### src/rtl/bcd_seq_pkg.sv
// Shared types and constants for the sequential BCD adder.
package bcd_seq_pkg;

    localparam int DIGIT_W = 4;

    localparam logic [DIGIT_W-1:0] BCD_MAX  = 4'd9;
    localparam logic [DIGIT_W-1:0] BCD_CORR = 4'd6;

    typedef enum logic [1:0] {
        IDLE,
        ADD,
        DONE
    } state_t;

endpackage

### src/rtl/bcd_seq_adder_ctrl_if.sv
// Request/result bundle between the front end and the sequential BCD adder.
interface bcd_seq_adder_ctrl_if #(
    parameter int DIGITS = 4
);
    logic                  i_start;
    logic [4*DIGITS-1:0]   i_a_bcd;
    logic [4*DIGITS-1:0]   i_b_bcd;
    logic                  i_cin;
    logic                  o_busy;
    logic                  o_done;
    logic [4*DIGITS-1:0]   o_sum;
    logic                  o_cout;
    logic                  o_error;

    modport master (
        output i_start, i_a_bcd, i_b_bcd, i_cin,
        input  o_busy, o_done, o_sum, o_cout, o_error
    );

    modport slave (
        input  i_start, i_a_bcd, i_b_bcd, i_cin,
        output o_busy, o_done, o_sum, o_cout, o_error
    );
endinterface

### src/rtl/bcd_digit_slice.sv
// Combinational single-digit BCD add with decimal carry and invalid-digit flag.
module bcd_digit_slice
    import bcd_seq_pkg::*;
(
    input  logic [DIGIT_W-1:0] i_x,
    input  logic [DIGIT_W-1:0] i_y,
    input  logic               i_c,
    output logic [DIGIT_W-1:0] o_digit,
    output logic               o_carry,
    output logic               o_invalid
);
    logic [DIGIT_W:0] w_t;

    // NOTE: every output gets a default before the if, so no latch is inferred.
    always_comb begin
        w_t       = {1'b0, i_x} + {1'b0, i_y} + {{DIGIT_W{1'b0}}, i_c};
        o_digit   = w_t[DIGIT_W-1:0];
        o_carry   = 1'b0;
        if (w_t > {1'b0, BCD_MAX}) begin
            o_digit = w_t[DIGIT_W-1:0] + BCD_CORR;
            o_carry = 1'b1;
        end
        o_invalid = (i_x > BCD_MAX) || (i_y > BCD_MAX);
    end
endmodule

### src/rtl/bcd_seq_adder_ctrl.sv
// Multi-digit BCD adder sharing one digit slice, LSD first, one digit per clock.
// Optional macro BCD_SEQ_ERR_ABORT_EN: finish early on the first invalid digit.
module bcd_seq_adder_ctrl
    import bcd_seq_pkg::*;
#(
    parameter int DIGITS = 4
) (
    input  logic                clk,
    input  logic                rst,
    bcd_seq_adder_ctrl_if.slave bus
);
    localparam int IDX_W = (DIGITS > 1) ? $clog2(DIGITS) : 1;
    localparam logic [IDX_W-1:0] LAST_IDX = IDX_W'(DIGITS - 1);

    state_t                          r_state;
    logic [IDX_W-1:0]                r_idx;
    logic [DIGITS-1:0][DIGIT_W-1:0]  r_a;
    logic [DIGITS-1:0][DIGIT_W-1:0]  r_b;
    logic [DIGITS-1:0][DIGIT_W-1:0]  r_sh;
    logic [DIGITS-1:0][DIGIT_W-1:0]  r_sum;
    logic                            r_carry;
    logic                            r_err;
    logic                            r_busy;
    logic                            r_done;
    logic                            r_cout;
    logic                            r_error;

    logic [DIGIT_W-1:0]              w_digit;
    logic                            w_carry;
    logic                            w_invalid;
    logic                            w_exit;
    logic [DIGITS-1:0][DIGIT_W-1:0]  w_fin_sum;
    logic                            w_fin_cout;

    bcd_digit_slice u_slice (
        .i_x       (r_a[r_idx]),
        .i_y       (r_b[r_idx]),
        .i_c       (r_carry),
        .o_digit   (w_digit),
        .o_carry   (w_carry),
        .o_invalid (w_invalid)
    );

`ifdef BCD_SEQ_ERR_ABORT_EN
    assign w_exit = (r_idx == LAST_IDX) || w_invalid;
`else
    assign w_exit = (r_idx == LAST_IDX);
`endif

    // An invalid operand suppresses the arithmetic result entirely.
    assign w_fin_sum  = r_err ? '0 : r_sh;
    assign w_fin_cout = r_err ? 1'b0 : r_carry;

    // During DONE the fresh result is shown directly; afterwards the held copy.
    assign bus.o_busy  = r_busy;
    assign bus.o_done  = r_done;
    assign bus.o_sum   = r_done ? w_fin_sum  : r_sum;
    assign bus.o_cout  = r_done ? w_fin_cout : r_cout;
    assign bus.o_error = r_done ? r_err      : r_error;

    // NOTE: sequential state uses non-blocking assignments only, so every
    // register sees the pre-edge values of its peers.
    always_ff @(posedge clk or posedge rst) begin
        if (rst) begin
            r_state <= IDLE;
            r_idx   <= '0;
            r_a     <= '0;
            r_b     <= '0;
            r_sh    <= '0;
            r_sum   <= '0;
            r_carry <= 1'b0;
            r_err   <= 1'b0;
            r_busy  <= 1'b0;
            r_done  <= 1'b0;
            r_cout  <= 1'b0;
            r_error <= 1'b0;
        end else begin
            case (r_state)
                IDLE: begin
                    if (bus.i_start) begin
                        r_a     <= bus.i_a_bcd;
                        r_b     <= bus.i_b_bcd;
                        r_carry <= bus.i_cin;
                        r_idx   <= '0;
                        r_err   <= 1'b0;
                        r_busy  <= 1'b1;
                        r_state <= ADD;
                    end
                end
                ADD: begin
                    r_sh    <= {w_digit, r_sh[DIGITS-1:1]};
                    r_carry <= w_carry;
                    r_err   <= r_err | w_invalid;
                    if (w_exit) begin
                        r_busy  <= 1'b0;
                        r_done  <= 1'b1;
                        r_state <= DONE;
                    end else begin
                        r_idx   <= r_idx + 1'b1;
                    end
                end
                DONE: begin
                    r_sum   <= w_fin_sum;
                    r_cout  <= w_fin_cout;
                    r_error <= r_err;
                    r_done  <= 1'b0;
                    r_state <= IDLE;
                end
                default: begin
                    r_busy  <= 1'b0;
                    r_done  <= 1'b0;
                    r_state <= IDLE;
                end
            endcase
        end
    end
endmodule

### src/flat_wrapper.sv
// flat-port wrapper written by rule: the top's interface ports become plain ports
module bcd_seq_adder_ctrl_flat import bcd_seq_pkg::*;
#(
    parameter int DIGITS = 4
)
  (clk, rst, bus_i_start, bus_i_a_bcd, bus_i_b_bcd, bus_i_cin, bus_o_busy, bus_o_done, bus_o_sum, bus_o_cout, bus_o_error);
  bcd_seq_adder_ctrl_if #(.DIGITS(DIGITS)) bus_i ();
  input  logic clk;
  input  logic rst;
  input wire logic [$bits(bus_i.i_start)-1:0] bus_i_start;
  input wire logic [$bits(bus_i.i_a_bcd)-1:0] bus_i_a_bcd;
  input wire logic [$bits(bus_i.i_b_bcd)-1:0] bus_i_b_bcd;
  input wire logic [$bits(bus_i.i_cin)-1:0] bus_i_cin;
  output wire logic [$bits(bus_i.o_busy)-1:0] bus_o_busy;
  output wire logic [$bits(bus_i.o_done)-1:0] bus_o_done;
  output wire logic [$bits(bus_i.o_sum)-1:0] bus_o_sum;
  output wire logic [$bits(bus_i.o_cout)-1:0] bus_o_cout;
  output wire logic [$bits(bus_i.o_error)-1:0] bus_o_error;
  assign bus_i.i_start = bus_i_start;
  assign bus_i.i_a_bcd = bus_i_a_bcd;
  assign bus_i.i_b_bcd = bus_i_b_bcd;
  assign bus_i.i_cin = bus_i_cin;
  assign bus_o_busy = bus_i.o_busy;
  assign bus_o_done = bus_i.o_done;
  assign bus_o_sum = bus_i.o_sum;
  assign bus_o_cout = bus_i.o_cout;
  assign bus_o_error = bus_i.o_error;
  bcd_seq_adder_ctrl #(.DIGITS(DIGITS)) u_core (.clk(clk), .rst(rst), .bus(bus_i));
endmodule
### config.mk
export PLATFORM = sky130hd
export DESIGN_NAME = bcd_seq_adder_ctrl_flat
export DESIGN_NICKNAME = d
export VERILOG_FILES = /design/src/rtl/bcd_seq_pkg.sv /design/src/rtl/bcd_seq_adder_ctrl_if.sv /design/src/rtl/bcd_digit_slice.sv /design/src/rtl/bcd_seq_adder_ctrl.sv /design/src/flat_wrapper.sv
export SDC_FILE = /design/constraint.sdc
export NUM_CORES = 1
export LEC_CHECK = 0
export ABC_AREA = 1
export CORE_UTILIZATION = 45
export CTS_CLUSTER_SIZE = 10
export DETAILED_ROUTE_END_ITERATION = 8
export PLACE_DENSITY_LB_ADDON = 0.3
export SLEW_MARGIN = 20
export SYNTH_ARGS = -nofsm -noshare
export SYNTH_HDL_FRONTEND = slang
export SYNTH_SLANG_ARGS = --single-unit
### constraint.sdc
create_clock -name clk -period 3.7 [get_ports clk]
set_input_delay 0.74 -clock clk [delete_from_list [all_inputs] [get_ports clk]]
set_output_delay 0.74 -clock clk [all_outputs]
set_load 0.01 [all_outputs]
* Word level (Yosys, flattened, before mapping)
Cells that the tools add are included.
** Operators by class
- Add/sub/neg operators :: 4
- Multiply operators :: 0
- Divide/modulo/power cells :: 0
- Order comparisons :: 4
- Eq/ne operators :: 6
- Shift operators :: 0
- Mux-type cells :: 26
- Bitwise logic cells :: 3
- Reductions and logical operators :: 9
** Operators with widths (count)
- 16-bit two-way mux :: 2
- 4-bit binary-select mux with 2-bit select :: 2
- 4-bit two-way mux :: 3
- 1-bit two-way mux :: 9
- 4-bit > comparator, second input constant :: 2
- 2-bit two-way mux :: 4
- 2-bit case mux with 2 select lines :: 2
- 2-bit AND reduction :: 4
- 1-bit case mux with 2 select lines :: 3
- 3-bit AND reduction :: 2
- 4-bit by 4-bit adder with 5-bit output :: 1
- 5-bit by 1-bit adder with 5-bit output :: 1
- 5-bit by 4-bit > comparator with 1-bit output, second input constant :: 1
- 4-bit by 3-bit adder with 4-bit output, second input constant :: 1
- 2-bit equality test, second input constant :: 2
- 2-bit != test, second input constant :: 2
- 2-bit by 3-bit less-than comparator with 1-bit output, second input constant :: 1
- 1-bit case mux with 3 select lines :: 1
- 2-bit by 1-bit adder with 2-bit output, second input constant :: 1
- 2-bit by 1-bit equality test with 1-bit output, second input constant :: 1
- 2-bit logical NOT :: 1
- 2-bit by 1-bit != test with 1-bit output, second input constant :: 1
- 1-bit inverter :: 2
- 2-bit nonzero test :: 1
- other kinds (2) :: 2
** Word-level totals
- Register bits :: 74
- Bits in latches :: 0
- Bits in writable memories :: 0
- Memory bits (read-only) :: 0
- Output and inout bits :: 20
- Logic and storage cells :: 76
- Memories kept :: 0

* Longest topological paths before layout
- Depth in word-level cells :: 7
- Mapped depth :: 21
- Depth with buffers taken out :: 19

* By module
From an unflattened synthesis, not the netlist that was laid out.
** Unflattened totals
- Cells, all modules :: 502
- Area, all modules :: 3896.2 µm²
** Modules (own cells, without submodules)
- bcd_seq_adder_ctrl :: instances 1, cells an instance 452, area an instance 3577.2 µm², sequential area each 1851.8 µm²
- bcd_digit_slice :: instances 1, cells an instance 50, area an instance 319.1 µm², sequential area each 0.0 µm²

* Worst setup path after synthesis
No wires, ideal clock.
- Path kind :: flip-flop to flip-flop
- Start :: register u_core.r_idx[0]
- End :: register u_core.r_sh[13] (netlist bit)
- Library setup time :: 123 ps
- Arrival :: 2629 ps
- Required time :: 3577 ps
- Setup slack :: 948 ps
- Stages on the path, launching flop included :: 17
- Path through :: dfrtp_1 buf_6 buf_6 o21ai_0 o22ai_1 fa_1 fa_1 inv_1 ha_1 inv_1 nor2_1 a21oi_1 nand2_1 nand2_2 nand2_2 nand2_1 o21ai_1
** Between the ends
- Longest elaborated chain between the ends :: 6
** Ends and longest elaborated chain
- start: declaration :: line bcd_seq_adder_ctrl.sv:16 : logic [IDX_W-1:0] r_idx;
- start signal: assignment :: line bcd_seq_adder_ctrl.sv:99 : r_idx <= r_idx + 1'b1;
- 4-bit binary-select mux with 2-bit select (on tied branches) :: line bcd_seq_adder_ctrl.sv:36, bcd_seq_adder_ctrl.sv:37
- 4-bit two-way mux (on tied branches) :: line bcd_seq_adder_ctrl.sv:36, bcd_seq_adder_ctrl.sv:37
- 4-bit by 4-bit adder with 5-bit output (*) :: line bcd_digit_slice.sv:16 : w_t = {1'b0, i_x} + {1'b0, i_y} + {{DIGIT_W{1'b0}}, i_c};
- 5-bit by 1-bit adder with 5-bit output (*) :: line bcd_digit_slice.sv:16
- 4-bit by 3-bit adder with 4-bit output / 5-bit by 4-bit > comparator with 1-bit output (equally long branches) :: line bcd_digit_slice.sv:20, bcd_digit_slice.sv:19
- 4-bit two-way mux (*) :: line bcd_digit_slice.sv:19 : if (w_t > {1'b0, BCD_MAX}) begin
- end signal: assignment :: line bcd_seq_adder_ctrl.sv:91 : r_sh <= {w_digit, r_sh[DIGITS-1:1]};
- end: declaration :: line bcd_seq_adder_ctrl.sv:19 : logic [DIGITS-1:0][DIGIT_W-1:0] r_sh;
Every way passes the cells marked *; elsewhere a longest branch is shown, timed or not. The select of a mux whose other input is x is not followed.
A chain may end at the register's enable or synchronous reset.

* Worst setup path in the final report
Ends and elaborated chain as after synthesis.

==> reports/metrics.cfg <==
[route]
wl_per_cell_um=11.5
wl_um=7360
vias_per_cell=4.81
drcViolationCount=0
antenna_left=0
drt_iter0_drc=160
first_pass_iters=4
vias=3067

[yosys]
ys_seq_area_share_pct=50.2
yosysWarnings=0
synth_cell_types=22
synth_nets=527
syn_area_um2=3690
avgSynthCellArea_um2=7.63
ys_ff_latch=74
syn_inst=484

[floorplanning]
dieArea_um2=8570
core_um2=7850
ios=56
rows=32
start_util_pct=47.1
die_width_um=92.6
die_h_um=92.6

[setup_path]
cp_max_fo=18
cp_slowest_cell=dfrtp_1
cp_num_cells=16
rr_worst_depth=16
crit_top_cell=nand2_1
cp-startpoint=u_core.r_idx[0]
crit_chain=inv_8, o21ai_0, o22ai_1, fa_1, fa_1, nand2_1, nand2_1, ha_1, inv_1, nor2_1, a21oi_1, nand2_1, nand2_2, nand2_2, nand2_1, o21ai_1
cp_data_required_time_ps=3920
end_kind=flop
cp_slowest_stage_delay_ps=770
critPathBufInv=2
startpoint_type=flop
r2r-start=u_core.r_idx[0]
critPathKind=flop to flop
timing.critical_path.arrival_ps=3490
critPathTopFamily=adder cells

[cts]
clock_sinks=74
clk_path_buf_depth=2
clock-root-buffer=clkbuf_8
cts_resized=0
cts.clk_slew.worst_paths_ps=70
cts_made_buffers=9
cts_tree=done
htreeDepth=3
cts_hold_buf=0
clk-insertion-delay-late_ps=340
cts_setup_buffers=0

[timing]
finalMaxSlewViolations=0
finalCriticalPeriod_ps=3270
skew_ps=10.1
worst_pin_slew_ps=717
tns_ps=0
rsz0062_at_grt=no
setup_viol=0
max_freq_mhz=306
hold_viol_final=0
period_share_pct=88.4
max_slew_margin_pct=52.1

[grt]
grt_pass1_wl_um=12900
grt_max_degree=75
first_global_vias=2927
track_usage_pct=19.0
grt_overflow=0
antenna_found_initial=0

[hold_path]
worstHoldPathCells=2
hold_start=u_core.r_b[4]
hold_path.class=flop to flop

[placed_design]
placed_area_um2=4270
port_buffers=55
dp_cells=622
gp_congestion=0.827
dp_hpwl_um=5130

[cells_and_area]
num_antenna_cells=0
area_growth_pct=21.5
finalNonFillerCells=638
drive_above_1_share_pct=6.34
finalInstanceArea_um2=4480
fin_nets=574

[power]
ir_drop_mv=0.453
p_per_area_nw_per_um2=1040
leakagePower_nw=2.20

[flow_run]
drv_cap=0

[run_status]
status=finished clean

cell type report:
class	instances	area, um^2
Tap cell	102	128
Multi-Input combinational cell	331	1490
Inverter	57	221
Sequential cell	74	1850
Clock inverter	4	76.3
Clock buffer	12	135
Fill cell	724	3360
Timing Repair Buffer	58	586
routing by layer:
metal | vias up | track usage, % | part of all wire [%]
met5 | - | 0 | 0
met4 | 0 | 3.91 | 0.20
met3 | 2 | 5.67 | 3.4
met2 | 57 | 34.3 | 51
met1 | 1411 | 22.2 | 45
li1 | 1597 | - | -
per-stage QoR:
step	hold slack, ps	total power [mW]	utilization (%)	setup slack, ps
floorplan	437	3.35	-	948
CTS	474	4.69	57.1	464
finish	473	4.67	57.1	429
global route	493	5.12	57.1	189
detailed placement	455	4.00	54.4	491
global placement	452	3.87	54.4	639
placed cells by master (no fill, tap or decap), types with 8 or more instances in the layout:
cell             count
clkdlybuf4s50_1     55
nand3_1             19
o21ai_0             34
inv_1               48
inv_2                8
clkbuf_8             9
nand2_1            195
o21ai_1             34
dfrtp_1             74
nor2_1              28
flip-flops by register name (all words and copies together) (netlist names):
signal             cells
u_core.r_idx           2
u_core.r_err           1
u_core.bus.o_busy      1
u_core.bus.o_done      1
u_core.r_error         1
u_core.r_carry         1
u_core.r_a            16
u_core.r_b            16
u_core.r_sh           16
u_core.r_cout          1
u_core.r_state         2
u_core.r_sum          16
power by group:
part	switching, mW	internal, mW
sequential	0.284	1.19
combinational	1.52	1.00
clock	0.287	0.382
total	2.09	2.57
cells in the mapped netlist:
cell / number / area share, %
buf_2: 10 / 1.4
ha_1: 5 / 1.7
o21ai_1: 34 / 4.6
buf_8: 1 / 0.41
a21oi_1: 3 / 0.41
nand2_1: 195 / 20
o22ai_1: 2 / 0.34
buf_6: 2 / 0.61
inv_8: 1 / 0.30
nor2_1: 28 / 2.8
nor2_2: 2 / 0.34
nor2_4: 3 / 0.91
buf_4: 3 / 0.61
clkbuf_1: 6 / 0.61
o22ai_2: 2 / 0.68
fa_1: 2 / 1.1
inv_2: 7 / 0.71
dfrtp_1: 74 / 50
nand3_1: 19 / 2.6
nand2_2: 2 / 0.34
o21ai_0: 34 / 4.6
inv_1: 49 / 5.0
path summary, 6_finish.rpt:
path	endpoint	slack, ps
worst max-delay path	u_core.r_sh[13]	430
worst min register to register	u_core.r_b[4]	470
worst max register to register	u_core.r_sh[13]	430
min in group asynchronous	u_core.r_sum[14]	790
worst min-delay path	u_core.r_b[4]	470
max in group asynchronous	u_core.r_a[4]	2580
worst reg2reg max path, stage by stage (launching register included):
cell and delay (ps):
dfrtp_1 770, inv_8 120, o21ai_0 190, o22ai_1 110
fa_1 460, fa_1 400, nand2_1 100, nand2_1 100
ha_1 230, inv_1 80, nor2_1 50, a21oi_1 120
nand2_1 110, nand2_2 100, nand2_2 60, nand2_1 80
o21ai_1 70
cells by family after synthesis:
group | share of synthesized area (%)
AOI/OAI and AO/OA | 10.6
adders and majority gates | 2.78
buffers and inverters | 9.59
DFF | 50.2
and+or+nand+nor | 26.8
No activity file was read; power rests on OpenSTA's default activity.
